<file path="src/rtl/ex_div.sv">
// ============================================================================
// ex_div : iterative radix-2 restoring divider (DIV/DIVU) for the execute stage
// Optional macro EX_DIV_ZERO_FLAG_EN adds the dbz_o divide-by-zero flag.
// Revision: 1.0
// ============================================================================
`default_nettype none

module ex_div #(
   parameter int DATA_W = 32
) (
   input  logic                  clk,
   input  logic                  rst,
   input  logic                  signed_div_i,
   input  logic [DATA_W-1:0]     opdata1_i,
   input  logic [DATA_W-1:0]     opdata2_i,
   input  logic                  start_i,
   input  logic                  annul_i,
   output logic [2*DATA_W-1:0]   result_o,
`ifdef EX_DIV_ZERO_FLAG_EN
   output logic                  dbz_o,
`endif
   output logic                  ready_o
);

   localparam int CNT_W = $clog2(DATA_W) + 1;
   localparam logic [CNT_W-1:0] C_CNT_LAST = CNT_W'(DATA_W);

   typedef enum logic [1:0] {
      S_FREE   = 2'd0,
      S_BYZERO = 2'd1,
      S_ON     = 2'd2,
      S_END    = 2'd3
   } state_t;

   state_t                state_q, state_d;
   logic [CNT_W-1:0]      cnt_q, cnt_d;
   logic [2*DATA_W:0]     work_q, work_d;
   logic [DATA_W-1:0]     divisor_q, divisor_d;
   logic                  q_neg_q, q_neg_d;
   logic                  r_neg_q, r_neg_d;
   logic [2*DATA_W-1:0]   result_q, result_d;
   logic                  ready_q, ready_d;
`ifdef EX_DIV_ZERO_FLAG_EN
   logic                  dbz_q, dbz_d;
`endif

   logic                  op1_neg, op2_neg;
   logic [DATA_W-1:0]     op1_abs, op2_abs;
   logic [DATA_W:0]       diff;
   logic [DATA_W-1:0]     quot_raw, rem_raw, quot_fix, rem_fix;

   always_comb begin
      op1_neg  = signed_div_i & opdata1_i[DATA_W-1];
      op2_neg  = signed_div_i & opdata2_i[DATA_W-1];
      op1_abs  = op1_neg ? (~opdata1_i + 1'b1) : opdata1_i;
      op2_abs  = op2_neg ? (~opdata2_i + 1'b1) : opdata2_i;
      diff     = {1'b0, work_q[2*DATA_W-1:DATA_W]} - {1'b0, divisor_q};
      quot_raw = work_q[DATA_W-1:0];
      rem_raw  = work_q[2*DATA_W:DATA_W+1];
      quot_fix = q_neg_q ? (~quot_raw + 1'b1) : quot_raw;
      rem_fix  = r_neg_q ? (~rem_raw + 1'b1) : rem_raw;
   end

   always_comb begin
      state_d   = state_q;
      cnt_d     = cnt_q;
      work_d    = work_q;
      divisor_d = divisor_q;
      q_neg_d   = q_neg_q;
      r_neg_d   = r_neg_q;
      result_d  = result_q;
      ready_d   = ready_q;
`ifdef EX_DIV_ZERO_FLAG_EN
      dbz_d     = dbz_q;
`endif
      case (state_q)
         S_FREE: begin
            if (start_i && !annul_i) begin
               if (opdata2_i == '0) begin
                  state_d = S_BYZERO;
               end else begin
                  state_d   = S_ON;
                  cnt_d     = '0;
                  // Dividend sits one place up so the first step already sees its MSB.
                  work_d    = {{DATA_W{1'b0}}, op1_abs, 1'b0};
                  divisor_d = op2_abs;
                  q_neg_d   = op1_neg ^ op2_neg;
                  r_neg_d   = op1_neg;
               end
            end
         end
         S_BYZERO: begin
            if (annul_i) begin
               state_d = S_FREE;
            end else begin
               state_d  = S_END;
               result_d = '0;
               ready_d  = 1'b1;
`ifdef EX_DIV_ZERO_FLAG_EN
               dbz_d    = 1'b1;
`endif
            end
         end
         S_ON: begin
            if (annul_i) begin
               state_d = S_FREE;
               ready_d = 1'b0;
            end else if (cnt_q != C_CNT_LAST) begin
               if (diff[DATA_W]) begin
                  work_d = {work_q[2*DATA_W-1:0], 1'b0};
               end else begin
                  work_d = {diff[DATA_W-1:0], work_q[DATA_W-1:0], 1'b1};
               end
               cnt_d = cnt_q + 1'b1;
            end else begin
               result_d = {rem_fix, quot_fix};
               ready_d  = 1'b1;
               state_d  = S_END;
            end
         end
         S_END: begin
            if (!start_i) begin
               state_d  = S_FREE;
               ready_d  = 1'b0;
               result_d = '0;
`ifdef EX_DIV_ZERO_FLAG_EN
               dbz_d    = 1'b0;
`endif
            end
         end
         default: state_d = S_FREE;
      endcase
   end

   always_ff @(posedge clk or negedge rst) begin
      if (!rst) begin
         state_q   <= S_FREE;
         cnt_q     <= '0;
         work_q    <= '0;
         divisor_q <= '0;
         q_neg_q   <= 1'b0;
         r_neg_q   <= 1'b0;
         result_q  <= '0;
         ready_q   <= 1'b0;
`ifdef EX_DIV_ZERO_FLAG_EN
         dbz_q     <= 1'b0;
`endif
      end else begin
         state_q   <= state_d;
         cnt_q     <= cnt_d;
         work_q    <= work_d;
         divisor_q <= divisor_d;
         q_neg_q   <= q_neg_d;
         r_neg_q   <= r_neg_d;
         result_q  <= result_d;
         ready_q   <= ready_d;
`ifdef EX_DIV_ZERO_FLAG_EN
         dbz_q     <= dbz_d;
`endif
      end
   end

   assign result_o = result_q;
   assign ready_o  = ready_q;
`ifdef EX_DIV_ZERO_FLAG_EN
   assign dbz_o    = dbz_q;
`endif

endmodule

`default_nettype wire
</file>
<file path="config.mk">
export PLATFORM = sky130hd
export DESIGN_NAME = ex_div
export DESIGN_NICKNAME = d
export VERILOG_FILES = /design/src/rtl/ex_div.sv
export SDC_FILE = /design/constraint.sdc
export NUM_CORES = 1
export LEC_CHECK = 0
export ABC_AREA = 1
export CAP_MARGIN = 20
export CELL_PAD_IN_SITES_DETAIL_PLACEMENT = 1
export CELL_PAD_IN_SITES_GLOBAL_PLACEMENT = 1
export CORE_MARGIN = 4
export CORE_UTILIZATION = 38
export DETAILED_ROUTE_END_ITERATION = 7
export PLACE_DENSITY_LB_ADDON = 0.3
export REMOVE_ABC_BUFFERS = 1
export SYNTH_ARGS = -nofsm -noshare
export SYNTH_HDL_FRONTEND = slang
export SYNTH_SLANG_ARGS = --single-unit
export TNS_END_PERCENT = 5
</file>
<file path="constraint.sdc">
create_clock -name clk -period 1.9 [get_ports clk]
set_input_delay 0.57 -clock clk [delete_from_list [all_inputs] [get_ports clk]]
set_output_delay 0.57 -clock clk [all_outputs]
set_load 0.02 [all_outputs]
</file>
Yosys cells after proc, flatten, opt, wreduce, memory -nomap -nowiden

Cells that the tools add are included.

Register bits after elaboration: 172
Bits of input ports: 69
Logic and storage cells: 77

Add/subtract/negate cells: 6
Equality and inequality tests: 12
Multiplexer cells: 32
Bitwise operators: 8
Reduce and logical (&&, ||, !) cells: 11

Operators by type and width:

| operator                                                        | count |
|---|---|
| 65-bit two-way mux                                              | 5 |
| 64-bit two-way mux                                              | 4 |
| 64-bit case mux with 3 select lines                             | 1 |
| 65-bit case mux with 2 select lines                             | 1 |
| 32-bit by 1-bit adder with 32-bit output, second input constant | 4 |
| 32-bit two-way mux                                              | 4 |
| 32-bit NOT                                                      | 4 |
| 32-bit by 32-bit subtractor with 33-bit output                  | 1 |
| 32-bit zero test                                                | 1 |
| 6-bit two-way mux                                               | 4 |
| 2-bit inequality test, second input constant                    | 7 |
| 2-bit two-way mux                                               | 6 |
| 6-bit case mux with 2 select lines                              | 1 |
| 5-bit AND reduction                                             | 2 |
| 2-bit case mux with 4 select lines                              | 1 |
| 6-bit by 1-bit adder with 6-bit output, second input constant   | 1 |
| 6-bit inequality test, second input constant                    | 1 |
| 3-bit AND reduction                                             | 2 |
| 2-bit == test, second input constant                            | 2 |
| 1-bit two-way mux                                               | 4 |
| 4-bit AND reduction                                             | 1 |
| 3-bit inequality test, second input constant                    | 1 |
| 1-bit case mux with 3 select lines                              | 1 |
| 3-bit nonzero test                                              | 1 |
| 8 further kinds                                                 | 9 |

Logic depth before layout (Yosys ltp)

Depth in word-level cells: 6
Mapped depth: 15
Gate-level depth less buffers: 15

Worst setup path after synthesis

Ideal clock, no wire load.

Kind: register -> register
Start point: register work_q[32]
End point: register work_q[50]
Arrival: 1.919 ns
Data required time: 1.783 ns
Slack: -0.136 ns
Cell stages (with the launch flop): 15
Clock period less this slack: 2.036 ns
Cell sequence: dfrtp_1 inv_1 ha_1 fa_1 o21ai_1 nand3_1 nand2_1 nand2_1 nand2_2 nand2_4 nand2_4 buf_4 nand3_1 nand3_1 nand2_1

Word-level cells in the longest chain between the ends: 5

Ends and longest elaborated chain:

| element                                        | RTL line | RTL |
|---|---|---|
| from (decl)                                    | 37       | `logic [2*DATA_W:0] work_q, work_d;` |
| from (signal assigned)                         | 151      | `work_q <= work_d;` |
| 32-bit by 32-bit subtractor with 33-bit output | 57       | `diff = {1'b0, work_q[2*DATA_W-1:DATA_W]} - {1'b0, divisor_q};` |
| 65-bit two-way mux                             | 109      | `if (diff[DATA_W]) begin` |
| 65-bit two-way mux                             | 108      | `end else if (cnt_q != C_CNT_LAST) begin` |
| 65-bit two-way mux                             | 105      | `if (annul_i) begin` |
| 65-bit case mux with 2 select lines            | 76       | `case (state_q)` |

Every way passes these cells. The select of a mux whose other input is x is not followed.
A chain may end at the register's enable or synchronous reset.

Worst setup path in the final report

Start point: register work_q[47]
End point: register work_q[60]

Same word-level chain as after synthesis.

==> impl_metrics.json <==
{
  "critPathBufInv": 3,
  "grt_pass1_wl_mm": 100,
  "drc_errors": 0,
  "worstSetupStartpointType": "flip-flop",
  "worst_slew_pin_slew_ns": 0.496,
  "synth_edf_count": 0,
  "tritoncts": "done",
  "pre_cts_ws_ns": -0.785,
  "num_rows": 68,
  "root_buffer": "clkbuf_16",
  "synth-async-reset-ratio": 1.00,
  "drive_gt1_frac": 0.290,
  "die_h_um": 197,
  "synth_cells": 2069,
  "synth.ff_latch_count": 172,
  "cts.sinks": 172,
  "grt_max_degree": 54,
  "die_w_um": 197,
  "avgSynthCellArea_um2": 6.55,
  "critPathKind": "reg -> reg",
  "cp.required_ns": 2.27,
  "worstPathArrival_ns": 2.98,
  "wl_mm": 73.7,
  "antenna_found_initial": 1,
  "io_pins": 134,
  "leakage_nw": 10.7,
  "ys.warnings.count": 0,
  "floorplan.initialDensity": 0.388,
  "crit_fanout": 27,
  "cpMostUsedCell": "nand2_1",
  "max_freq_mhz": 383,
  "drtPass1Iterations": 6,
  "total_power_w": 0.0270,
  "drt_iter0_markers": 1513,
  "fin_skew_ns": 0.0208,
  "place.gp.congestion": 0.945,
  "slew_headroom": 0.669,
  "viasPerCell": 5.76,
  "synth_cell_types": 52,
  "endpoint_kind": "flip-flop",
  "portBuffers": 133,
  "path_clk_slew_ns": 0.09,
  "htreeDepth": 4,
  "finalHoldViolations": 0,
  "violations": "setup timing",
  "status": "finished, violations left",
  "worst_slack_ns": -0.712,
  "fin_crit_ns": 2.61,
  "finalSetupViolations": 136,
  "clk-insertion-delay-late_ns": 0.49,
  "cp_top_family": "simple AND/OR/NAND/NOR gates",
  "period_share": 1.37,
  "grt_use_total": 0.325,
  "tns_ns": -32.92,
  "hold_path_class": "reg -> reg",
  "cts_buffers": 17,
  "synthFlopType": "dfrtp_1",
  "power_density_nw_per_um2": 1350,
  "vias": 17570,
  "dpl.hpwl_mm": 45.4,
  "syn_area_um2": 13500,
  "finalNetCount": 2693,
  "grt.overflow.total": 0,
  "core_region_area_um2": 34900,
  "ys_seq_area_frac": 0.318,
  "rsz0062_at_grt": "true",
  "first_global_vias": 18017,
  "crit_path_max_incr_delay_ns": 0.47,
  "worstPathCellList": "ha_4, nand2_1, nand2_1, inv_1, nand2_2, a21oi_4, nand2_4, nand2_8, buf_6, nand3_1, nand2_1, inv_1, nand2_1, nand2_1",
  "max-clock-path-buffers": 2,
  "final_cell_mix": "nand2_1 (663), buf_4 (379), inv_1 (250)",
  "routedWlPerCell_um": 24.2,
  "ir_drop_mv": 0.878,
  "drv_cap": 0,
  "n_fill_cell": 4516,
  "cpMaxStageDelayCell": "dfrtp_1",
  "area_growth_pct": 47.4,
  "final_common_cell": "nand2_1",
  "dieArea_um2": 38700,
  "slew_viol_final": 0,
  "postRouteAntennaNets": 0
}
-- per-stage QoR --
step	area [um^2]	std cells	utilization	hold WS, ns
after floorplan	13200	2012	-	0.274
after global placement	18200	2996	0.523	0.459
after detailed placement	18200	2996	0.523	0.460
after CTS	19400	3041	0.555	0.482
after global routing	20000	3048	0.572	0.509
final	20000	3048	0.572	0.478
-- state kept, by name (all words and copies together), names as in the netlist --
signal,flops
work_q,65
state_q,2
q_neg_q,1
result_o,64
cnt_q,6
divisor_q,32
r_neg_q,1
ready_o,1
-- area by class of cell --
type                       count  area [um^2]  area share
multi-input combinational   1547         8690       0.435
timing repair buffer         547         4680       0.234
sequential                   172         4310       0.216
inverter                     294         1120      0.0560
tap                          455          569      0.0285
clock buffer                  17          425      0.0213
clock inverter                15          173     0.00865
antenna                        1         2.50    0.000125
-- worst reg2reg max path, delay by kind of cell, from the launching register on --
kind	cells	cell delay, ns
AO/OA/AOI/OAI	1	0.17
AND/OR/NAND/NOR	9	1.09
buffers and inverters	3	0.46
adder cells (fa/ha/maj)	1	0.29
flip-flops	1	0.47
-- kinds of logic after synthesis --
group,count (synthesis),share of synthesized area
simple gates,1196,0.379
buf+inv,351,0.109
compound gates,238,0.109
flops,172,0.318
xor+xnor,67,0.0433
fa+ha+maj,45,0.0421
-- repair_timing --
item,in CTS,in global routing
cloned,2,0
endpoints found under the setup margin,236,163
resized for setup,207,167
hold buffers,1,0
pin swaps,19,31
setup buffers,10,7
endpoints found under the hold margin,13,0
-- cells in the mapped netlist (2+ instances only) --
library cell    n  area (um^2)
nand3_1       209         1050
buf_4           8         60.1
nor2_2          9         56.3
inv_2           6         22.5
nand2_1       712         2670
o211ai_2       20          250
nand2_4         6         67.6
ha_1           44          551
nand4_1        23          144
a21oi_1        46          230
nor2_8          3         60.1
nor3_1         16         80.1
o31ai_1         5         37.5
o21ai_1        24          120
o21ai_0       109          546
o21bai_1        3         22.5
inv_1         284         1070
nor2_4          4         45.0
nand3b_1        7         52.6
nor4_1          3         18.8
buf_2          17         85.1
o211ai_1        2         15.0
nor2_1        172          646
or2_2           5         31.3
clkbuf_1       19         71.3
o21ai_2        20          175
or2_0           2         12.5
and2_1          5         31.3
a22oi_1         2         15.0
nand3_2         6         60.1
xor2_1         54          473
dfrtp_1       172         4300
xnor2_1        13          114
buf_6           9          101
a31oi_1         2         12.5
nand2_2        11         68.8
clkinv_1        2         7.51
-- per-layer routing --
metal | vias to the layer above | track usage | share of wire
met2 | 1063 | 0.552 | 0.47
met3 | 378 | 0.0499 | 0.078
met4 | 0 | 0.139 | 0.067
met5 | - | 0 | 0
li1 | 7554 | - | -
met1 | 8575 | 0.411 | 0.38
-- path summary, 6_finish.rpt --
check | slack (ns) | from | to | cells after the start
worst max-delay path | -0.71 | work_q[47] | work_q[60] | 14
worst min-delay path | 0.48 | result_o[31] | result_o[31] | 2
worst max register to register | -0.71 | work_q[47] | work_q[60] | 14
worst min register to register | 0.48 | result_o[31] | result_o[31] | 2
max in group asynchronous | 0.71 | rst | result_o[22] | 3
min in group asynchronous | 0.53 | rst | work_q[49] | 2
-- report_power, final --
group | internal, W | total, W | switching (W)
combinational | 0.00648 | 0.0172 | 0.0108
sequential | 0.00473 | 0.00589 | 0.00116
clock | 0.00188 | 0.00387 | 0.00199
total | 0.0131 | 0.0270 | 0.0139
(Power assumes the default switching activity.)
